[src/rtl/magnitude_sequencer_pkg.sv]
// Shared definitions for the magnitude accelerator sequencer.
//   - FSM state encoding
//   - word geometry (bytes per word, x/y field placement inside a data word)
package magnitude_sequencer_pkg;

    localparam int WORD_BYTES = 4;
    localparam int WORD_SHIFT = 2;   // log2(WORD_BYTES): element index -> byte offset
    localparam int FIELD_W    = 16;  // width of each signed x / y field
    localparam int X_LSB      = 0;
    localparam int Y_LSB      = 16;

    typedef enum logic [3:0] {
        ST_IDLE,
        ST_RD_REQ,
        ST_RD_WAIT,
        ST_CALC,
        ST_RDROP,
        ST_WR_REQ,
        ST_WR_WAIT,
        ST_WDROP,
        ST_FIN,
        ST_ABORT
    } seq_state_e;

endpackage

[src/rtl/magnitude_sequencer_if.sv]
// Request/response bundle between the sequencer and the Avalon master engine.
//   master modport : sequencer side (issues requests, receives completion)
//   slave  modport : master-engine side (executes requests, signals MST_DONE)
interface magnitude_sequencer_if #(
    parameter int DATA_W = 32,
    parameter int ADDR_W = 32
);
    logic              MST_START;
    logic              MST_READ_REQ;
    logic              MST_WRITE_REQ;
    logic [ADDR_W-1:0] MST_ADDRESS;
    logic [DATA_W-1:0] MST_WRITE_DATA;
    logic [DATA_W-1:0] MST_READ_DATA;
    logic              MST_DONE;

    modport master (
        output MST_START, MST_READ_REQ, MST_WRITE_REQ, MST_ADDRESS, MST_WRITE_DATA,
        input  MST_READ_DATA, MST_DONE
    );

    modport slave (
        input  MST_START, MST_READ_REQ, MST_WRITE_REQ, MST_ADDRESS, MST_WRITE_DATA,
        output MST_READ_DATA, MST_DONE
    );
endinterface

[src/rtl/magnitude_sequencer_mag_sq_unit.sv]
// mag_sq_unit: registered x*x + y*y of one packed element word.
//   clk    : clock
//   rst_n  : synchronous active-low reset
//   en     : load a new result this cycle (one-cycle latency)
//   word   : {y[15:0], x[15:0]}, both signed
//   result : unsigned sum of squares, held until the next enable
module mag_sq_unit
    import magnitude_sequencer_pkg::*;
(
    input  logic        clk,
    input  logic        rst_n,
    input  logic        en,
    input  logic [31:0] word,
    output logic [31:0] result
);
    logic [31:0]        result_q, result_d;
    logic signed [31:0] x_ext, y_ext, x_sq, y_sq;

    // Each square is at most 2^30, so a 32-bit signed product is exact; the sum
    // peaks at 2^31 which is only representable as unsigned, hence the final cast.
    always_comb begin
        x_ext    = {{(32-FIELD_W){word[X_LSB+FIELD_W-1]}}, word[X_LSB +: FIELD_W]};
        y_ext    = {{(32-FIELD_W){word[Y_LSB+FIELD_W-1]}}, word[Y_LSB +: FIELD_W]};
        x_sq     = x_ext * x_ext;
        y_sq     = y_ext * y_ext;
        result_d = en ? ($unsigned(x_sq) + $unsigned(y_sq)) : result_q;
    end

    always_ff @(posedge clk) begin
        if (!rst_n) result_q <= '0;
        else        result_q <= result_d;
    end

    assign result = result_q;
endmodule

[src/rtl/magnitude_sequencer.sv]
// magnitude_sequencer: walks one job of LEN elements; for each element reads a
// word through the master, squares-and-sums it, and writes the result back.
//   CSI_CLOCK_CLK / CSI_CLOCK_RESET_N : clock, synchronous active-low reset
//   CFG_START/SRC_ADDR/DST_ADDR/LEN   : job launch, sampled only when idle
//   BUSY / DONE / ERROR / ELEM_CNT    : job status (DONE, ERROR sticky)
//   mst                               : request/response bundle to the master
module magnitude_sequencer
    import magnitude_sequencer_pkg::*;
#(
    parameter int DATA_W  = 32,
    parameter int ADDR_W  = 32,
    parameter int LEN_W   = 16,
    parameter int TIMEOUT = 1024
) (
    input  logic              CSI_CLOCK_CLK,
    input  logic              CSI_CLOCK_RESET_N,
    input  logic              CFG_START,
    input  logic [ADDR_W-1:0] CFG_SRC_ADDR,
    input  logic [ADDR_W-1:0] CFG_DST_ADDR,
    input  logic [LEN_W-1:0]  CFG_LEN,
    output logic              BUSY,
    output logic              DONE,
    output logic              ERROR,
    output logic [LEN_W-1:0]  ELEM_CNT,
    magnitude_sequencer_if.master mst
);
    localparam int TMR_W = $clog2(TIMEOUT) + 1;

    seq_state_e        state_q, state_d;
    logic [ADDR_W-1:0] src_q, src_d, dst_q, dst_d, addr_q, addr_d;
    logic [LEN_W-1:0]  len_q, len_d, idx_q, idx_d, elem_cnt_q, elem_cnt_d;
    logic [TMR_W-1:0]  timer_q, timer_d;
    logic [DATA_W-1:0] rdata_q, rdata_d, wdata_q, wdata_d;
    logic              busy_q, busy_d, done_q, done_d, error_q, error_d;
    logic              start_q, start_d, rd_req_q, rd_req_d, wr_req_q, wr_req_d;
    logic              expired;
    logic [31:0]       result;

    mag_sq_unit u_mag_sq (
        .clk    (CSI_CLOCK_CLK),
        .rst_n  (CSI_CLOCK_RESET_N),
        .en     (state_q == ST_CALC),
        .word   (rdata_q[31:0]),
        .result (result)
    );

    assign expired = (timer_q == TMR_W'(TIMEOUT - 1));

    always_comb begin
        state_d    = state_q;
        src_d      = src_q;
        dst_d      = dst_q;
        len_d      = len_q;
        idx_d      = idx_q;
        elem_cnt_d = elem_cnt_q;
        rdata_d    = rdata_q;
        wdata_d    = wdata_q;
        addr_d     = addr_q;
        busy_d     = busy_q;
        done_d     = done_q;
        error_d    = error_q;
        start_d    = 1'b0;
        rd_req_d   = 1'b0;
        wr_req_d   = 1'b0;
        // Timer restarts on every state change; it only advances while parked
        // in a wait/drop state, so each wait phase gets a full timeout budget.
        timer_d    = '0;

        unique case (state_q)
            ST_IDLE: begin
                if (CFG_START) begin
                    done_d     = 1'b0;
                    error_d    = 1'b0;
                    elem_cnt_d = '0;
                    idx_d      = '0;
                    src_d      = CFG_SRC_ADDR;
                    dst_d      = CFG_DST_ADDR;
                    len_d      = CFG_LEN;
                    busy_d     = 1'b1;
                    state_d    = (CFG_LEN == '0) ? ST_FIN : ST_RD_REQ;
                end
            end
            ST_RD_REQ: state_d = ST_RD_WAIT;
            ST_RD_WAIT: begin
                if (mst.MST_DONE) begin
                    rdata_d = mst.MST_READ_DATA;
                    state_d = ST_CALC;
                end else if (expired) begin
                    state_d = ST_ABORT;
                end else begin
                    timer_d = timer_q + 1'b1;
                end
            end
            ST_CALC: state_d = ST_RDROP;
            ST_RDROP: begin
                if (!mst.MST_DONE)  state_d = ST_WR_REQ;
                else if (expired)   state_d = ST_ABORT;
                else                timer_d = timer_q + 1'b1;
            end
            ST_WR_REQ: state_d = ST_WR_WAIT;
            ST_WR_WAIT: begin
                if (mst.MST_DONE) begin
                    elem_cnt_d = elem_cnt_q + 1'b1;
                    idx_d      = idx_q + 1'b1;
                    state_d    = ST_WDROP;
                end else if (expired) begin
                    state_d = ST_ABORT;
                end else begin
                    timer_d = timer_q + 1'b1;
                end
            end
            ST_WDROP: begin
                if (!mst.MST_DONE)  state_d = (idx_q == len_q) ? ST_FIN : ST_RD_REQ;
                else if (expired)   state_d = ST_ABORT;
                else                timer_d = timer_q + 1'b1;
            end
            ST_FIN: begin
                done_d  = 1'b1;
                busy_d  = 1'b0;
                state_d = ST_IDLE;
            end
            ST_ABORT: begin
                error_d = 1'b1;
                busy_d  = 1'b0;
                state_d = ST_IDLE;
            end
            default: state_d = ST_IDLE;
        endcase

        // Request outputs are registered: they are prepared from the next state
        // so they appear exactly while the FSM sits in the *_REQ state. Address
        // and write data then hold until the following request.
        if (state_d == ST_RD_REQ) begin
            start_d  = 1'b1;
            rd_req_d = 1'b1;
            addr_d   = src_d + (ADDR_W'(idx_d) << WORD_SHIFT);
        end else if (state_d == ST_WR_REQ) begin
            start_d  = 1'b1;
            wr_req_d = 1'b1;
            addr_d   = dst_d + (ADDR_W'(idx_d) << WORD_SHIFT);
            wdata_d  = DATA_W'(result);
        end
    end

    always_ff @(posedge CSI_CLOCK_CLK) begin
        if (!CSI_CLOCK_RESET_N) begin
            state_q    <= ST_IDLE;
            src_q      <= '0;
            dst_q      <= '0;
            len_q      <= '0;
            idx_q      <= '0;
            elem_cnt_q <= '0;
            timer_q    <= '0;
            rdata_q    <= '0;
            wdata_q    <= '0;
            addr_q     <= '0;
            busy_q     <= 1'b0;
            done_q     <= 1'b0;
            error_q    <= 1'b0;
            start_q    <= 1'b0;
            rd_req_q   <= 1'b0;
            wr_req_q   <= 1'b0;
        end else begin
            state_q    <= state_d;
            src_q      <= src_d;
            dst_q      <= dst_d;
            len_q      <= len_d;
            idx_q      <= idx_d;
            elem_cnt_q <= elem_cnt_d;
            timer_q    <= timer_d;
            rdata_q    <= rdata_d;
            wdata_q    <= wdata_d;
            addr_q     <= addr_d;
            busy_q     <= busy_d;
            done_q     <= done_d;
            error_q    <= error_d;
            start_q    <= start_d;
            rd_req_q   <= rd_req_d;
            wr_req_q   <= wr_req_d;
        end
    end

    assign BUSY               = busy_q;
    assign DONE               = done_q;
    assign ERROR              = error_q;
    assign ELEM_CNT           = elem_cnt_q;
    assign mst.MST_START      = start_q;
    assign mst.MST_READ_REQ   = rd_req_q;
    assign mst.MST_WRITE_REQ  = wr_req_q;
    assign mst.MST_ADDRESS    = addr_q;
    assign mst.MST_WRITE_DATA = wdata_q;
endmodule

[src/flat_wrapper.sv]
// flat-port wrapper written by rule: the top's interface ports become plain ports
module magnitude_sequencer_flat import magnitude_sequencer_pkg::*;
#(
    parameter int DATA_W  = 32,
    parameter int ADDR_W  = 32,
    parameter int LEN_W   = 16,
    parameter int TIMEOUT = 1024
)
  (CSI_CLOCK_CLK, CSI_CLOCK_RESET_N, CFG_START, CFG_SRC_ADDR, CFG_DST_ADDR, CFG_LEN, BUSY, DONE, ERROR, ELEM_CNT, mst_MST_START, mst_MST_READ_REQ, mst_MST_WRITE_REQ, mst_MST_ADDRESS, mst_MST_WRITE_DATA, mst_MST_READ_DATA, mst_MST_DONE);
  magnitude_sequencer_if #(.DATA_W(DATA_W), .ADDR_W(ADDR_W)) mst_i ();
  input  logic CSI_CLOCK_CLK;
  input  logic CSI_CLOCK_RESET_N;
  input  logic CFG_START;
  input  logic [ADDR_W-1:0] CFG_SRC_ADDR;
  input  logic [ADDR_W-1:0] CFG_DST_ADDR;
  input  logic [LEN_W-1:0] CFG_LEN;
  output logic BUSY;
  output logic DONE;
  output logic ERROR;
  output logic [LEN_W-1:0] ELEM_CNT;
  output wire logic [$bits(mst_i.MST_START)-1:0] mst_MST_START;
  output wire logic [$bits(mst_i.MST_READ_REQ)-1:0] mst_MST_READ_REQ;
  output wire logic [$bits(mst_i.MST_WRITE_REQ)-1:0] mst_MST_WRITE_REQ;
  output wire logic [$bits(mst_i.MST_ADDRESS)-1:0] mst_MST_ADDRESS;
  output wire logic [$bits(mst_i.MST_WRITE_DATA)-1:0] mst_MST_WRITE_DATA;
  input wire logic [$bits(mst_i.MST_READ_DATA)-1:0] mst_MST_READ_DATA;
  input wire logic [$bits(mst_i.MST_DONE)-1:0] mst_MST_DONE;
  assign mst_MST_START = mst_i.MST_START;
  assign mst_MST_READ_REQ = mst_i.MST_READ_REQ;
  assign mst_MST_WRITE_REQ = mst_i.MST_WRITE_REQ;
  assign mst_MST_ADDRESS = mst_i.MST_ADDRESS;
  assign mst_MST_WRITE_DATA = mst_i.MST_WRITE_DATA;
  assign mst_i.MST_READ_DATA = mst_MST_READ_DATA;
  assign mst_i.MST_DONE = mst_MST_DONE;
  magnitude_sequencer #(.DATA_W(DATA_W), .ADDR_W(ADDR_W), .LEN_W(LEN_W), .TIMEOUT(TIMEOUT)) u_core (.CSI_CLOCK_CLK(CSI_CLOCK_CLK), .CSI_CLOCK_RESET_N(CSI_CLOCK_RESET_N), .CFG_START(CFG_START), .CFG_SRC_ADDR(CFG_SRC_ADDR), .CFG_DST_ADDR(CFG_DST_ADDR), .CFG_LEN(CFG_LEN), .BUSY(BUSY), .DONE(DONE), .ERROR(ERROR), .ELEM_CNT(ELEM_CNT), .mst(mst_i));
endmodule
[config.mk]
export PLATFORM = sky130hd
export DESIGN_NAME = magnitude_sequencer_flat
export DESIGN_NICKNAME = d
export VERILOG_FILES = /design/src/rtl/magnitude_sequencer_pkg.sv /design/src/rtl/magnitude_sequencer_if.sv /design/src/rtl/magnitude_sequencer_mag_sq_unit.sv /design/src/rtl/magnitude_sequencer.sv /design/src/flat_wrapper.sv
export SDC_FILE = /design/constraint.sdc
export NUM_CORES = 2
export LEC_CHECK = 0
export ABC_AREA = 1
export BUFFER_PORTS_ARGS = -buffer_cell sky130_fd_sc_hd__buf_4
export CAP_MARGIN = 15
export CORE_ASPECT_RATIO = 1.1
export CORE_MARGIN = 2
export CORE_UTILIZATION = 40
export CTS_CLUSTER_DIAMETER = 120
export DETAILED_ROUTE_END_ITERATION = 16
export GPL_TIMING_DRIVEN = 0
export PLACE_DENSITY_LB_ADDON = 0.15
export SYNTH_ARGS = -nofsm -noshare
export SYNTH_HDL_FRONTEND = slang
export SYNTH_SLANG_ARGS = --single-unit
[constraint.sdc]
create_clock -name CSI_CLOCK_CLK -period 8.12 [get_ports CSI_CLOCK_CLK]
set_input_delay 1.624 -clock CSI_CLOCK_CLK [delete_from_list [all_inputs] [get_ports CSI_CLOCK_CLK]]
set_output_delay 1.624 -clock CSI_CLOCK_CLK [all_outputs]
set_load 0.03 [all_outputs]
==> reports/summary.txt <==
Run status -> finished, final reports clean
PnR worst setup slack -> 0.332 ns
Core area -> 0.0730 mm2
Max-capacitance violation count -> 0
Clk pwr share -> 31.3%
CP Capture Type -> flip-flop
Post-Synthesis Cells -> 3530
CP peak stage delay -> 0.56 ns
Clk root buf -> clkbuf_16
Synthesized Nets -> 4338
RSZ-0062 raised after global routing -> false
Sequential share of the synthesized area -> 17.8%
Least-Margin Pin Slew -> 1.17 ns
Fin nets -> 4568
CP max-delay cell -> fa_1
Post-placement worst setup slack -> -0.769 ns
# setup viols final -> 0
Ratio of cells with drive above 1 in the final layout -> 11.3%
Final Max Tran Viols -> 0
Clock Sinks -> 261
Clk_lat worst skew -> 0.58 ns
Net switching fraction of the power -> 40.7%
Die Width -> 263 um
Ys async rst share -> 0%
Fmax -> 0.128 GHz
Vias in the first global route -> 23800
PortBufs -> 200
Clk pin slew, worst setup/hold paths -> 0.06 ns
Hold Vio Cnt, Final -> 0
Initial DRC Count -> 1304
CP max FO -> 10
H-tree Lvls -> 2
Worst setup path class -> reg2reg
Period utilization -> 95.9%
DR vias -> 22500
Critical Path AT -> 8.24 ns
Hold slack -> 0.454 ns
Switching pwr -> 2.10 mW
Yosys reg bits -> 261
Pin count of the biggest net entering global routing -> 14
Main synth FF type -> dfxtp_1
Logic pwr share -> 39.9%
Synth cell types -> 53
First-pass GRT wire length -> 134000 um
Total congestion overflow -> 0
Core Util, Final -> 45.8%
Post-DRT Antenna Nets -> 0
EDFF count, synth -> 0
Initial antenna violation count -> 2
Yosys warnings -> 0
Vias/cell -> 4.76
Die footprint -> 0.0758 mm2
Filler Cells Inserted -> 7430
Site Rows -> 104
Die Y -> 288 um
Slew HR -> 22.2%
DP HPWL -> 73400 um
CTS max path bufs -> 3
Critical path's most frequent cell -> fa_1
Total CTS buffers -> 35
Max Clock Skew -> 0.0279 ns
Mean area per synthesized cell -> 8.34 um2
Starting Density -> 40.3%
Leakage -> 18.0 nW
Int Pwr -> 3.06 mW
DRC viols -> 0
GPL Wtd Cong -> 0.930
Worst hold-check path type -> reg2reg
Crit path launch type -> flip-flop
Top Ports -> 202
Most frequent cells in the layout -> inv_1, nand2_1, fa_1, dfxtp_1, nor2_1
Layout area overhead -> 13.5%
CTS tree -> yes
Final min period -> 7.79 ns
WL final -> 85700 um
Antenna cell count -> 0
Worst EP required -> 8.58 ns
Seq pwr share -> 28.8%
Drt first pass iters -> 5
Cell area after synthesis -> 0.0294 mm2
PD cells -> 155 mW/mm2
Gr usage total -> 23.3%
Most common cell after layout, fill and taps aside -> inv_1
WL/cell -> 18.1 um
Peak supply drop -> 0.000158 V
## path summary, 6_finish.rpt
check	endpoint	slack, ns	startpoint	depth (start not counted)
setup / recovery	u_core.u_mag_sq.result[28]$_SDFFE_PN0P_	0.33	u_core.rdata_q[6]$_SDFFE_PN0P_	31
hold / removal	u_core.mst.MST_WRITE_DATA[29]$_SDFFE_PN0P_	0.45	u_core.u_mag_sq.result[29]$_SDFFE_PN0P_	2
setup reg to reg	u_core.u_mag_sq.result[28]$_SDFFE_PN0P_	0.33	u_core.rdata_q[6]$_SDFFE_PN0P_	31
hold reg to reg	u_core.mst.MST_WRITE_DATA[29]$_SDFFE_PN0P_	0.45	u_core.u_mag_sq.result[29]$_SDFFE_PN0P_	2
## cells by family (layout without fill, tap and decap cells)
group           Yosys count  count (layout)  share of synthesized area [%]
compound gates          379             379                           6.95
xor+xnor                 81              81                           2.41
fa+ha+maj               692             692                           42.8
buf+inv                1046            1301                           13.5
flops                   261             261                           17.8
mux                      61              61                           2.07
simple gates           1010            1010                           14.6
## power groups by stage
stage	Clock [mW]	Sequential (mW)	Combinational (mW)
6_report	1.62	1.49	2.06
4_1_cts	1.66	1.48	2.09
3_3_place_gp	0	1.50	2.07
5_1_grt	1.70	1.50	2.30
3_5_place_dp	0	1.50	2.08
2_1_floorplan	0	1.57	1.31
## Yosys cell counts, types with 4 or more instances
library cell | number | area share (%)
inv_2 | 20 | 0.26
o21ai_0 | 144 | 2.4
nand3_1 | 54 | 0.92
inv_1 | 888 | 11
buf_2 | 13 | 0.22
a21oi_1 | 181 | 3.1
buf_1 | 5 | 0.064
nand2_1 | 591 | 7.5
clkbuf_1 | 114 | 1.5
o21ai_1 | 7 | 0.12
mux2i_1 | 61 | 2.1
nor2_1 | 227 | 2.9
ha_1 | 168 | 7.1
nor3_1 | 27 | 0.46
xnor2_1 | 38 | 1.1
or2_2 | 24 | 0.51
dfxtp_1 | 261 | 18
a211oi_1 | 6 | 0.15
nand4_1 | 27 | 0.57
o221ai_1 | 4 | 0.12
nor3b_1 | 11 | 0.28
o21bai_1 | 5 | 0.13
nor4_1 | 5 | 0.11
xor2_1 | 43 | 1.3
fa_1 | 524 | 36
nor2_2 | 9 | 0.19
nor2_4 | 11 | 0.42
nand2_2 | 14 | 0.30
o211ai_1 | 6 | 0.15
## state kept, by name (all words and copies together), names as in the netlist
signal / cells
u_core.mst.MST_WRITE_DATA: 32
u_core.idx_q: 16
u_core.timer_q: 11
u_core.ERROR: 1
u_core.mst.MST_ADDRESS: 32
u_core.mst.MST_START: 1
u_core.dst_q: 32
u_core.len_q: 16
u_core.rdata_q: 32
u_core.ELEM_CNT: 16
u_core.BUSY: 1
u_core.mst.MST_WRITE_REQ: 1
u_core.src_q: 32
u_core.state_q: 4
u_core.u_mag_sq.result: 32
u_core.DONE: 1
u_core.mst.MST_READ_REQ: 1
## routing by layer
metal | global-route usage (%) | wire, um | share of wire, %
met5 | 0 | 13 | 0.015
met4 | 9.99 | 3870 | 4.5
met3 | 3.65 | 4650 | 5.4
met2 | 40.6 | 41700 | 49
met1 | 28.8 | 35400 | 41
## timing repair
| item | in CTS | in global routing |
|---|---|---|
| setup endpoints to repair | 15 | 11 |
| pin swaps | 0 | 1 |
| buffers inserted | 1 | 1 |
| gates resized for setup | 30 | 75 |
| hold buffers | 0 | 0 |
## critical path, delay by kind of cell (launching register included)
family	cells	cell delay [ns]
AOI/OAI and AO/OA	6	1.22
adders and majority gates	9	4.38
buffers and inverters	8	1.04
DFF	1	0.33
and+or+nand+nor	8	0.67
## through the flow
stage,instances,power (mW),TNS [ns],instance area [um2]
after floorplan,3530,2.87,0,29400
after global placement,4684,3.57,-5.60,32100
after detailed placement,4684,3.58,-5.65,32100
after CTS,4744,5.23,0,33300
after global routing,4739,5.50,0,33400
final,4739,5.17,0,33400
## final cells by class
cell class / count / area, um2 / share of cell area (%)
clock inverter: 21 / 248 / 0.742
sequential: 261 / 5230 / 15.7
timing repair buffer: 202 / 1520 / 4.54
clock buffer: 41 / 918 / 2.75
tap: 954 / 1190 / 3.57
inverter: 909 / 3420 / 10.2
buffer: 128 / 598 / 1.79
multi-input combinational: 2223 / 20300 / 60.7
No activity file was read; power rests on OpenSTA's default activity.
